--- config.mk ---
export PLATFORM = sky130hd
export DESIGN_NAME = stride_read_master
export DESIGN_NICKNAME = d
export VERILOG_FILES = /design/src/rtl/stride_read_pkg.sv /design/src/rtl/stride_read_rtrack.sv /design/src/rtl/stride_read_master.sv
export SDC_FILE = /design/constraint.sdc
export NUM_CORES = 1
export LEC_CHECK = 0
export CORE_MARGIN = 2
export CORE_UTILIZATION = 35
export DETAILED_ROUTE_END_ITERATION = 7
export GPL_TIMING_DRIVEN = 0
export PLACE_DENSITY = 0.59
export RECOVER_POWER = 25
export SYNTH_ARGS = -nofsm -noshare
export SYNTH_HDL_FRONTEND = slang
export SYNTH_SLANG_ARGS = --single-unit
--- constraint.sdc ---
create_clock -name clk -period 3 [get_ports clk]
set_input_delay 0.45 -clock clk [delete_from_list [all_inputs] [get_ports clk]]
set_output_delay 0.45 -clock clk [all_outputs]
set_load 0.05 [all_outputs]
--- src/rtl/stride_read_pkg.sv ---
// Shared types and constants for the strided AXI read initiator.
package stride_read_pkg;

    // Sequencer states, exposed on the debug port of the top.
    typedef enum logic [1:0] {
        ST_IDLE  = 2'd0,
        ST_RUN   = 2'd1,
        ST_DRAIN = 2'd2,
        ST_DONE  = 2'd3
    } state_t;

    // Sticky error codes reported on errorCode; 0 means no error seen.
    localparam logic [2:0] ERR_NONE         = 3'd0;
    localparam logic [2:0] ERR_EARLY_LAST   = 3'd1;
    localparam logic [2:0] ERR_MISSING_LAST = 3'd2;
    localparam logic [2:0] ERR_BAD_ID       = 3'd3;
    localparam logic [2:0] ERR_UNSOLICITED  = 3'd4;

endpackage

--- src/rtl/stride_read_rtrack.sv ---
// Read-side tracker: outstanding burst count, per-burst beat count and
// the checks applied to every R handshake. burst_done and err are
// combinational views of the current-cycle handshake for the top FSM.
module stride_read_rtrack
    import stride_read_pkg::*;
#(
    parameter int BURST_LEN_WIDTH     = 8,
    parameter int TID_WIDTH           = 8,
    parameter int LOG_MAX_OUTSTANDING = 2
) (
    input  logic                       clk,
    input  logic                       resetN,
    input  logic                       i_clear,
    input  logic                       i_ar_hs,
    input  logic                       i_r_hs,
    input  logic                       i_r_last,
    input  logic [TID_WIDTH-1:0]       i_r_id,
    input  logic [BURST_LEN_WIDTH-1:0] i_len,
    input  logic [TID_WIDTH-1:0]       i_id,
    output logic                       o_burst_done,
    output logic                       o_full_next,
    output logic [2:0]                 o_err
);

    localparam int OUT_W = LOG_MAX_OUTSTANDING + 1;
    localparam logic [OUT_W-1:0] MAX_OUT = OUT_W'(1) << LOG_MAX_OUTSTANDING;

    logic [OUT_W-1:0]           r_outstanding;
    logic [BURST_LEN_WIDTH-1:0] r_beat;
    logic [OUT_W-1:0]           w_out_next;
    logic                       w_solicited;
    logic                       w_final_beat;

    // Classify the current R handshake and project the outstanding count.
    // A burst ends on last or on its (len+1)-th beat, whichever comes first,
    // so a missing last never leaves the count stuck. Beats arriving with
    // nothing outstanding belong to no burst and are only flagged.
    always_comb begin
        w_solicited  = (r_outstanding != '0);
        w_final_beat = (r_beat == i_len);
        o_burst_done = i_r_hs && w_solicited && (i_r_last || w_final_beat);
        o_err        = ERR_NONE;
        if (i_r_hs) begin
            if (!w_solicited)
                o_err = ERR_UNSOLICITED;
            else if (i_r_last && !w_final_beat)
                o_err = ERR_EARLY_LAST;
            else if (w_final_beat && !i_r_last)
                o_err = ERR_MISSING_LAST;
            else if (i_r_id != i_id)
                o_err = ERR_BAD_ID;
        end
        unique case ({i_ar_hs, o_burst_done})
            2'b10:   w_out_next = r_outstanding + OUT_W'(1);
            2'b01:   w_out_next = r_outstanding - OUT_W'(1);
            default: w_out_next = r_outstanding;
        endcase
        o_full_next = (w_out_next == MAX_OUT);
    end

    // Outstanding and beat counters; cleared when a new sequence starts.
    always_ff @(posedge clk or negedge resetN) begin
        if (!resetN) begin
            r_outstanding <= '0;
            r_beat        <= '0;
        end else if (i_clear) begin
            r_outstanding <= '0;
            r_beat        <= '0;
        end else begin
            r_outstanding <= w_out_next;
            if (o_burst_done)
                r_beat <= '0;
            else if (i_r_hs && w_solicited)
                r_beat <= r_beat + BURST_LEN_WIDTH'(1);
        end
    end

endmodule

--- src/rtl/stride_read_master.sv ---
// Strided AXI read initiator: issues cfg_count bursts of cfg_len+1 beats
// at cfg_base + k*cfg_stride, consumes the data, folds it into an XOR
// signature and records the first protocol error seen.
//
// Handshakes: a transfer happens on a rising edge where valid and ready
// are both high. Once m_ar_valid is raised, addr/len/id hold and valid
// stays high until m_ar_ready is seen; m_r_ready is high in RUN and DRAIN.
module stride_read_master
    import stride_read_pkg::*;
#(
    parameter int ADDR_BITS            = 16,
    parameter int BURST_LEN_WIDTH      = 8,
    parameter int TID_WIDTH            = 8,
    parameter int LOG_BLOCK_DATA_BYTES = 0,
    parameter int LOG_MAX_OUTSTANDING  = 2,
    parameter int CNT_WIDTH            = 8
) (
    input  logic                                  clk,
    input  logic                                  resetN,
    input  logic                                  start,
    input  logic [ADDR_BITS-1:0]                  cfg_base,
    input  logic [ADDR_BITS-1:0]                  cfg_stride,
    input  logic [CNT_WIDTH-1:0]                  cfg_count,
    input  logic [BURST_LEN_WIDTH-1:0]            cfg_len,
    input  logic [TID_WIDTH-1:0]                  cfg_id,
    output logic                                  busy,
    output logic                                  done,
    output logic [2:0]                            errorCode,
    output logic [(8<<LOG_BLOCK_DATA_BYTES)-1:0]  signature,
    output logic                                  m_ar_valid,
    input  logic                                  m_ar_ready,
    output logic [BURST_LEN_WIDTH-1:0]            m_ar_len,
    output logic [ADDR_BITS-1:0]                  m_ar_addr,
    output logic [TID_WIDTH-1:0]                  m_ar_id,
    input  logic                                  m_r_valid,
    output logic                                  m_r_ready,
    input  logic                                  m_r_last,
    input  logic [(8<<LOG_BLOCK_DATA_BYTES)-1:0]  m_r_data,
    input  logic [TID_WIDTH-1:0]                  m_r_id,
    output state_t                                o_dbg_state
);

    localparam int DATA_WIDTH = 8 << LOG_BLOCK_DATA_BYTES;

    state_t                     r_state;
    logic                       r_busy;
    logic                       r_done;
    logic [2:0]                 r_error;
    logic [DATA_WIDTH-1:0]      r_sig;
    logic                       r_ar_valid;
    logic [ADDR_BITS-1:0]       r_ar_addr;
    logic [BURST_LEN_WIDTH-1:0] r_ar_len;
    logic [TID_WIDTH-1:0]       r_ar_id;
    logic                       r_r_ready;
    logic [ADDR_BITS-1:0]       r_stride;
    logic [CNT_WIDTH-1:0]       r_count;
    logic [CNT_WIDTH-1:0]       r_issued;
    logic [CNT_WIDTH-1:0]       r_completed;

    logic                       w_ar_hs;
    logic                       w_r_hs;
    logic                       w_clear;
    logic [CNT_WIDTH-1:0]       w_issued_next;
    logic [CNT_WIDTH-1:0]       w_completed_next;
    logic                       w_last_issue;
    logic                       w_seq_complete;
    logic                       w_burst_done;
    logic                       w_full_next;
    logic [2:0]                 w_err;

    assign w_ar_hs          = r_ar_valid && m_ar_ready;
    assign w_r_hs           = m_r_valid && r_r_ready;
    assign w_clear          = (r_state == ST_IDLE) && start;
    assign w_issued_next    = r_issued + CNT_WIDTH'(1);
    assign w_completed_next = r_completed + CNT_WIDTH'(1);
    assign w_last_issue     = w_ar_hs && (w_issued_next == r_count);
    assign w_seq_complete   = w_burst_done && (w_completed_next == r_count);

    stride_read_rtrack #(
        .BURST_LEN_WIDTH     (BURST_LEN_WIDTH),
        .TID_WIDTH           (TID_WIDTH),
        .LOG_MAX_OUTSTANDING (LOG_MAX_OUTSTANDING)
    ) u_rtrack (
        .clk          (clk),
        .resetN       (resetN),
        .i_clear      (w_clear),
        .i_ar_hs      (w_ar_hs),
        .i_r_hs       (w_r_hs),
        .i_r_last     (m_r_last),
        .i_r_id       (m_r_id),
        .i_len        (r_ar_len),
        .i_id         (r_ar_id),
        .o_burst_done (w_burst_done),
        .o_full_next  (w_full_next),
        .o_err        (w_err)
    );

    // Sequencer: latches the job, paces AR issue against the outstanding
    // limit, and retires to DONE on the handshake of the final burst end.
    always_ff @(posedge clk or negedge resetN) begin
        if (!resetN) begin
            r_state    <= ST_IDLE;
            r_busy     <= 1'b0;
            r_done     <= 1'b0;
            r_ar_valid <= 1'b0;
            r_ar_addr  <= '0;
            r_ar_len   <= '0;
            r_ar_id    <= '0;
            r_r_ready  <= 1'b0;
            r_stride   <= '0;
            r_count    <= '0;
            r_issued   <= '0;
        end else begin
            unique case (r_state)
                ST_IDLE: begin
                    r_done <= 1'b0;
                    if (start) begin
                        r_ar_addr <= cfg_base;
                        r_ar_len  <= cfg_len;
                        r_ar_id   <= cfg_id;
                        r_stride  <= cfg_stride;
                        r_count   <= cfg_count;
                        r_issued  <= '0;
                        r_busy    <= 1'b1;
                        if (cfg_count == '0) begin
                            r_state <= ST_DONE;
                        end else begin
                            r_state    <= ST_RUN;
                            r_ar_valid <= 1'b1;
                            r_r_ready  <= 1'b1;
                        end
                    end
                end
                ST_RUN: begin
                    if (w_ar_hs) begin
                        r_ar_addr <= r_ar_addr + r_stride;
                        r_issued  <= w_issued_next;
                        if (w_last_issue) begin
                            r_ar_valid <= 1'b0;
                            r_state    <= ST_DRAIN;
                        end else begin
                            r_ar_valid <= !w_full_next;
                        end
                    end else if (!r_ar_valid) begin
                        r_ar_valid <= !w_full_next;
                    end
                end
                ST_DRAIN: begin
                    if (w_seq_complete) begin
                        r_state   <= ST_DONE;
                        r_done    <= 1'b1;
                        r_busy    <= 1'b0;
                        r_r_ready <= 1'b0;
                    end
                end
                ST_DONE: begin
                    // Arriving from DRAIN done is already high; an empty
                    // sequence raises it here for its single cycle.
                    if (r_done) begin
                        r_done  <= 1'b0;
                        r_state <= ST_IDLE;
                    end else begin
                        r_done <= 1'b1;
                        r_busy <= 1'b0;
                    end
                end
                default: r_state <= ST_IDLE;
            endcase
        end
    end

    // Signature, sticky first error and completed-burst count.
    always_ff @(posedge clk or negedge resetN) begin
        if (!resetN) begin
            r_sig       <= '0;
            r_error     <= ERR_NONE;
            r_completed <= '0;
        end else if (w_clear) begin
            r_sig       <= '0;
            r_error     <= ERR_NONE;
            r_completed <= '0;
        end else begin
            if (w_r_hs)
                r_sig <= r_sig ^ m_r_data;
            if ((r_error == ERR_NONE) && (w_err != ERR_NONE))
                r_error <= w_err;
            if (w_burst_done)
                r_completed <= w_completed_next;
        end
    end

    assign busy        = r_busy;
    assign done        = r_done;
    assign errorCode   = r_error;
    assign signature   = r_sig;
    assign m_ar_valid  = r_ar_valid;
    assign m_ar_addr   = r_ar_addr;
    assign m_ar_len    = r_ar_len;
    assign m_ar_id     = r_ar_id;
    assign m_r_ready   = r_r_ready;
    assign o_dbg_state = r_state;

endmodule

Word-level counts from Yosys, hierarchy flattened
Cells that the tools add are included.

operators by class
  reduce and logical (&&, ||, !) cells = 33
  equal/unequal tests = 17
  muxes and demuxes = 43
  add/sub/neg operators = 6
  bitwise operators = 1

operator list
  operator                                     count
  two-way mux 8 bit                            9
  two-way mux 16 bit                           2
  case mux 16 bit (2 select lines)             1
  adder 8 x 1 -> 8 bit, second input constant  3
  == test 8 bit                                3
  two-way mux 3 bit                            7
  adder 16 bit                                 1
  case mux 8 bit (2 select lines)              1
  two-way mux 2 bit                            7
  != test 2 bit, second input constant         6
  nonzero test 3 bit                           4
  logical AND 1 bit                            10
  two-way mux 1 bit                            10
  nonzero test 2 bit                           5
  logical NOT 8 bit                            1
  != test 8 bit                                1
  case mux 2 bit (4 select lines)              1
  AND reduction 4 bit                          2
  bitwise XOR 8 bit                            1
  == test 2 bit, second input constant         3
  case mux 1 bit (3 select lines)              2
  case mux 3 bit (2 select lines)              1
  AND reduction 3 bit                          2
  AND reduction 5 bit                          1
  11 further kinds                             16

word-level totals
  word-level logic and storage cells = 116
  register bits = 100
  output and inout bits = 49
  bits of input ports = 78

Longest topological paths before layout
  depth in word-level cells = 10
  depth in mapped cells = 13
  depth with buffers taken out = 13

Hierarchy
From an unflattened synthesis, not the netlist that was laid out.

second synthesis, totals
  cells, all modules = 679
  area total of the unflattened synthesis = 5869.4 µm²

by module, submodules not included
  module              area an instance (µm²)  cells an instance  instances  seq. area each (µm²)
  stride_read_master  4953.5                  576                1          2227.1
  stride_read_rtrack  915.9                   103                1          275.3

Worst setup path after synthesis
Ideal clock, no wire load.

  path type = reg-to-reg
  start point = reg r_ar_len[2] (netlist: m_ar_len[2])
  end point = reg r_ar_valid (netlist: m_ar_valid)
  buffers on the path = 0
  data required time = 2855 ps
  library setup time = 145 ps
  slack = 212 ps
  arrival time = 2643 ps
  stages on the path, launching flop included = 14
  clock period less this slack = 2788 ps
  path through = dfrtp_1 -> xnor2_1 -> nand4_1 -> nor2_1 -> o21ai_1 -> inv_1 -> ha_1 -> inv_1 -> fa_1 -> xor2_1 -> nor2_1 -> xnor2_1 -> o31ai_1 -> a32oi_1

on the way
  longest elaborated chain between the ends = 10
  elaborated cells between the ends (all ways) = 12
  those cells by class = eq/ne (4); mux (5); reduce/logical (3)

RTL lines
  element                                                  line                                                  text
  start: declaration                                       stride_read_master.sv:52                              logic [BURST_LEN_WIDTH-1:0] r_ar_len;
  start signal: assignment                                 stride_read_master.sv:119                             r_ar_len <= cfg_len;
  == test 8 bit *                                          stride_read_rtrack.sv:40                              w_final_beat = (r_beat == i_len);
  logical OR 1 bit *                                       stride_read_rtrack.sv:41                              o_burst_done = i_r_hs && w_solicited && (i_r_last || w_final_beat);
  logical AND 1 bit *                                      stride_read_rtrack.sv:41
  == test 2 x 1 -> 1 bit or == test 2 bit (tied branches)  stride_read_rtrack.sv:53                              unique case ({i_ar_hs, o_burst_done})
  case mux 3 bit (2 select lines) *                        stride_read_rtrack.sv:53
  == test 3 bit *                                          stride_read_rtrack.sv:58                              o_full_next = (w_out_next == MAX_OUT);
  logical NOT 1 bit *                                      stride_read_master.sv:142, stride_read_master.sv:145
  two-way mux 1 bit, on equally long branches              stride_read_master.sv:144, stride_read_master.sv:138
  two-way mux 1 bit *                                      stride_read_master.sv:135                             if (w_ar_hs) begin
  case mux 1 bit (2 select lines) *                        stride_read_master.sv:114                             unique case (r_state)
  end signal: assignment                                   stride_read_master.sv:142                             r_ar_valid <= !w_full_next;
  end signal: assignment                                   stride_read_master.sv:145                             r_ar_valid <= !w_full_next;
  end: declaration                                         stride_read_master.sv:50                              logic r_ar_valid;

Every way passes the cells marked *; elsewhere a longest branch is shown, timed or not.
A chain may end at the register's enable or synchronous reset.

Worst setup path in the final report
  start point = reg u_rtrack.r_beat[3]
  end point = reg r_ar_valid (netlist: m_ar_valid)

on the way
  longest elaborated chain between the ends = 10
  elaborated cells between the ends (all ways) = 12
  those cells by class = eq/ne (4); mux (5); reduce/logical (3)

RTL lines
  element                                                  line                                                  text
  start: declaration                                       stride_read_rtrack.sv:29                              logic [BURST_LEN_WIDTH-1:0] r_beat;
  start signal: assignment                                 stride_read_rtrack.sv:74                              r_beat <= r_beat + BURST_LEN_WIDTH'(1);
  == test 8 bit *                                          stride_read_rtrack.sv:40
  logical OR 1 bit *                                       stride_read_rtrack.sv:41
  logical AND 1 bit *                                      stride_read_rtrack.sv:41
  == test 2 x 1 -> 1 bit or == test 2 bit (tied branches)  stride_read_rtrack.sv:53
  case mux 3 bit (2 select lines) *                        stride_read_rtrack.sv:53
  == test 3 bit *                                          stride_read_rtrack.sv:58
  logical NOT 1 bit *                                      stride_read_master.sv:142, stride_read_master.sv:145
  two-way mux 1 bit, on equally long branches              stride_read_master.sv:144, stride_read_master.sv:138
  two-way mux 1 bit *                                      stride_read_master.sv:135
  case mux 1 bit (2 select lines) *                        stride_read_master.sv:114

Marks and branches as above.

==> results.md <==
- Status: finished, violations left
- Violated checks: capacitance limit, slew limit
- Crit start category: flip-flop
- Antenna violations before repair: 0
- Kind of critical path: reg2reg
- Initial DRC count: 263
- Die outline height: 134 um
- DPL Wire Length: 12700 um
- Adder-cell share of the synthesized area: 6.14%
- FF-to-FF path depth: 13
- Metal1 wirelength: 7810 um
- Drt wl/cell: around 16 um
- Worst-Skew Late Latency: approximately 0.36 ns
- CTS-repair resized insts: 0
- LEAKAGE: 3.45 nW
- Via count: ~5.2k
- Post-layout min period: 2.77 ns
- Drt drc: 0
- Nets: between 900 and 1k
- Most frequent cells after synthesis: nand2_1, dfrtp_1, nor2_1, a21oi_1, xnor2_1
- Setup bufs post-CTS: 0
- Yosys reg bits: 100
- WP data arrival: 2.98 ns
- Final period utilization: 92.5%
- Row cnt: between 40 and 50
- Chip Width: 134 um
- Final Power: ~0.009 W
- Final Setup Violations: 0
- Yosys top cell area share: 42.4%
- Number of synthesized flops with an enable pin: 0
- Clock tree buffer depth: 2
- Synth cell types: 68
- Reg-to-Reg Start: u_rtrack.r_beat[3]
- Slew headroom: -65.5%
- DRT Pass-1 Iters: 4
- Top layer in use: met4
- Hold Path End: r_stride[3]
- Min Hold Slack: around 0.49 ns
- Clock Sinks: 100
- Worst Hold Class: reg2reg
- Post-Synth Simple-Gate Area: 23.7%
- Worst hold start: r_stride[3]
- Final hold violation count: 0
- Vias in the first global route: 5348
- CTS Root Cell: clkbuf_16
- CTS Hold Buffers Added: 0
- Asr flop ratio synth: 100%
- CTS clock-pin slew for the worst setup and hold paths: 0.07 ns
- Mapped cell area: 0.00591 mm2
- Largest family of logic cells by synthesized area: simple AND/OR/NAND/NOR gates
- I/O Pins: 127
- Synthesized net count: 787
- Maximum fanout count along the critical path: 5
- Syn. warnings: 0
- Main synth FF type: dfrtp_1
- R2R Path End: m_ar_valid
- Peak Freq: 0.360 GHz
- Total track usage: 19.1%
- CTS tree: yes
- Overflow after GRT: 0
- Final antenna-violating net count: 0
- Global-route wire length before repair: approximately 27000 um
- Drt via density: 5.00
- Area leader, netlist: dfrtp_1
- Initial Utilization: 35.7%
- Post-synthesis cell count: 682
- Skew final: 0.00917 ns
- Largest net degree at the start of global routing: 57
- Total wire length: 16600 um
- Fraction of layout cells with a size suffix above 1: 4.85%
- Top-count cell post-synth: nand2_1
- Worst path required time: 3.20 ns
- Core footprint: 0.0165 mm2
- WL met2: 7910 um
- Port Buf Inserts: 126
- Minimum setup slack in the final design: 0.226 ns
- Worst IR Drop VDD: 0.000420 V
- Crit end category: flip-flop
- Number of H-tree levels: 3
- Reported max-cap violation count: 1
- Ant. Diodes: 0
- Compound-Gate Fraction of Synth Area: between 10 and 15%
- Worst hold path cell count: 2
- Synth top area cells: dfrtp_1, nand2_1, ha_1
- DIE AREA: 0.0179 mm2
- CTS Buf Count: 9
- Reg2reg setup slack: between 0.2 and 0.25 ns
- Syn avg cell area: 8.66 um2
- Worst slew pin tran: 2.48 ns
- Routability cong.: 0.921
- Placement Setup Slack: -0.354 ns
- Xor and xnor area share after synthesis: 9.34%
- Met3 routed wirelength: approximately 600 um
- Power per cell area: between 1000 and 1500 mW/mm2
- Fin. max-slew vios: 45
- Mux cell area share after synthesis: under 10%
- Post-synthesis sequential area ratio: around 42%
- Area delta synth->final: 31.4%
registers in the layout, summed over array words and instances (netlist names):
register	count
busy	1
done	1
errorCode	3
m_ar_addr	16
m_ar_id	8
m_ar_len	8
m_ar_valid	1
m_r_ready	1
o_dbg_state	2
r_completed	8
r_count	8
r_issued	8
r_stride	16
signature	8
u_rtrack.r_beat	8
u_rtrack.r_outstanding	3
how the worst max path moves through the flow:
stage | start | end | slack, ns | cells past startpoint
finish | u_rtrack.r_beat[3] | m_ar_valid | 0.23 | 13
global route | u_rtrack.r_beat[2] | m_ar_valid | -0.01 | 12
CTS | m_r_valid | m_ar_valid | 0.01 | 13
detailed placement | m_r_valid | m_ar_valid | -0.35 | 13
global placement | resetN | signature[2] | -2.40 | 1
floorplan | m_ar_len[2] | m_ar_valid | 0.21 | 13
metal layers:
metal  GRT usage (%)  up-vias
met5               0        -
met4            6.91        0
met3            2.76       18
met2            30.7       94
met1            26.3     2517
li1                -     2592
metrics by stage:
step	setup TNS [ns]	area, um2	std cells	utilization (%)
global placement	-239.14	7440	1028	45.0
CTS	0	7750	1045	46.9
finish	0	7760	1045	47.0
floorplan	0	5910	682	-
detailed placement	-0.434	7470	1029	45.2
global route	-0.0146	7760	1045	47.0
critical path, cell delays in order (launching register included):
cell     delay (ns)
dfrtp_1        0.44
xnor2_1        0.20
nand4_1        0.13
nor2_2         0.20
o21ai_1        0.11
inv_2          0.15
ha_1           0.21
inv_1          0.07
fa_1           0.38
xor2_1         0.15
nor2_1         0.12
xnor2_1        0.10
o31ai_1        0.25
a32oi_1        0.13
where the power goes:
| group | internal, W | switching [W] |
|---|---|---|
| clock | 0.000576 | 0.000559 |
| sequential | 0.00190 | 0.000513 |
| combinational | 0.00206 | 0.00343 |
cell usage in the layout (no fill, tap or decap), types with 4 or more instances in the layout:
master,n
nor2b_1,4
a21o_1,10
nand3_1,12
ha_1,25
buf_1,4
a31oi_1,4
o21ai_0,27
clkbuf_1,21
and2_1,6
nor3_1,14
mux2i_1,6
nor2_1,55
xnor2_1,32
nand4_1,7
inv_1,19
dfrtp_1,100
clkdlybuf4s50_1,125
a21oi_1,35
o21ai_1,9
or3_1,5
o211ai_1,4
nor4_1,7
clkbuf_16,9
and3_1,6
nand2_1,173
xor2_1,31
cells by family after synthesis:
kind of cell | after synthesis
AOI/OAI and AO/OA | 124
xor gates and xnor gates | 63
adders and majority gates | 28
buffers and inverters | 49
DFF | 100
muxes | 6
and+or+nand+nor | 312
final cells by class:
class	count	area, um2
clock buffer	9	225
timing repair buffer	127	1280
fill	1585	8770
tap	220	275
clock inverter	7	58.8
buffer	29	136
inverter	20	75.1
sequential	100	2500
multi-input combinational	533	3200
(Power assumes the default switching activity.)
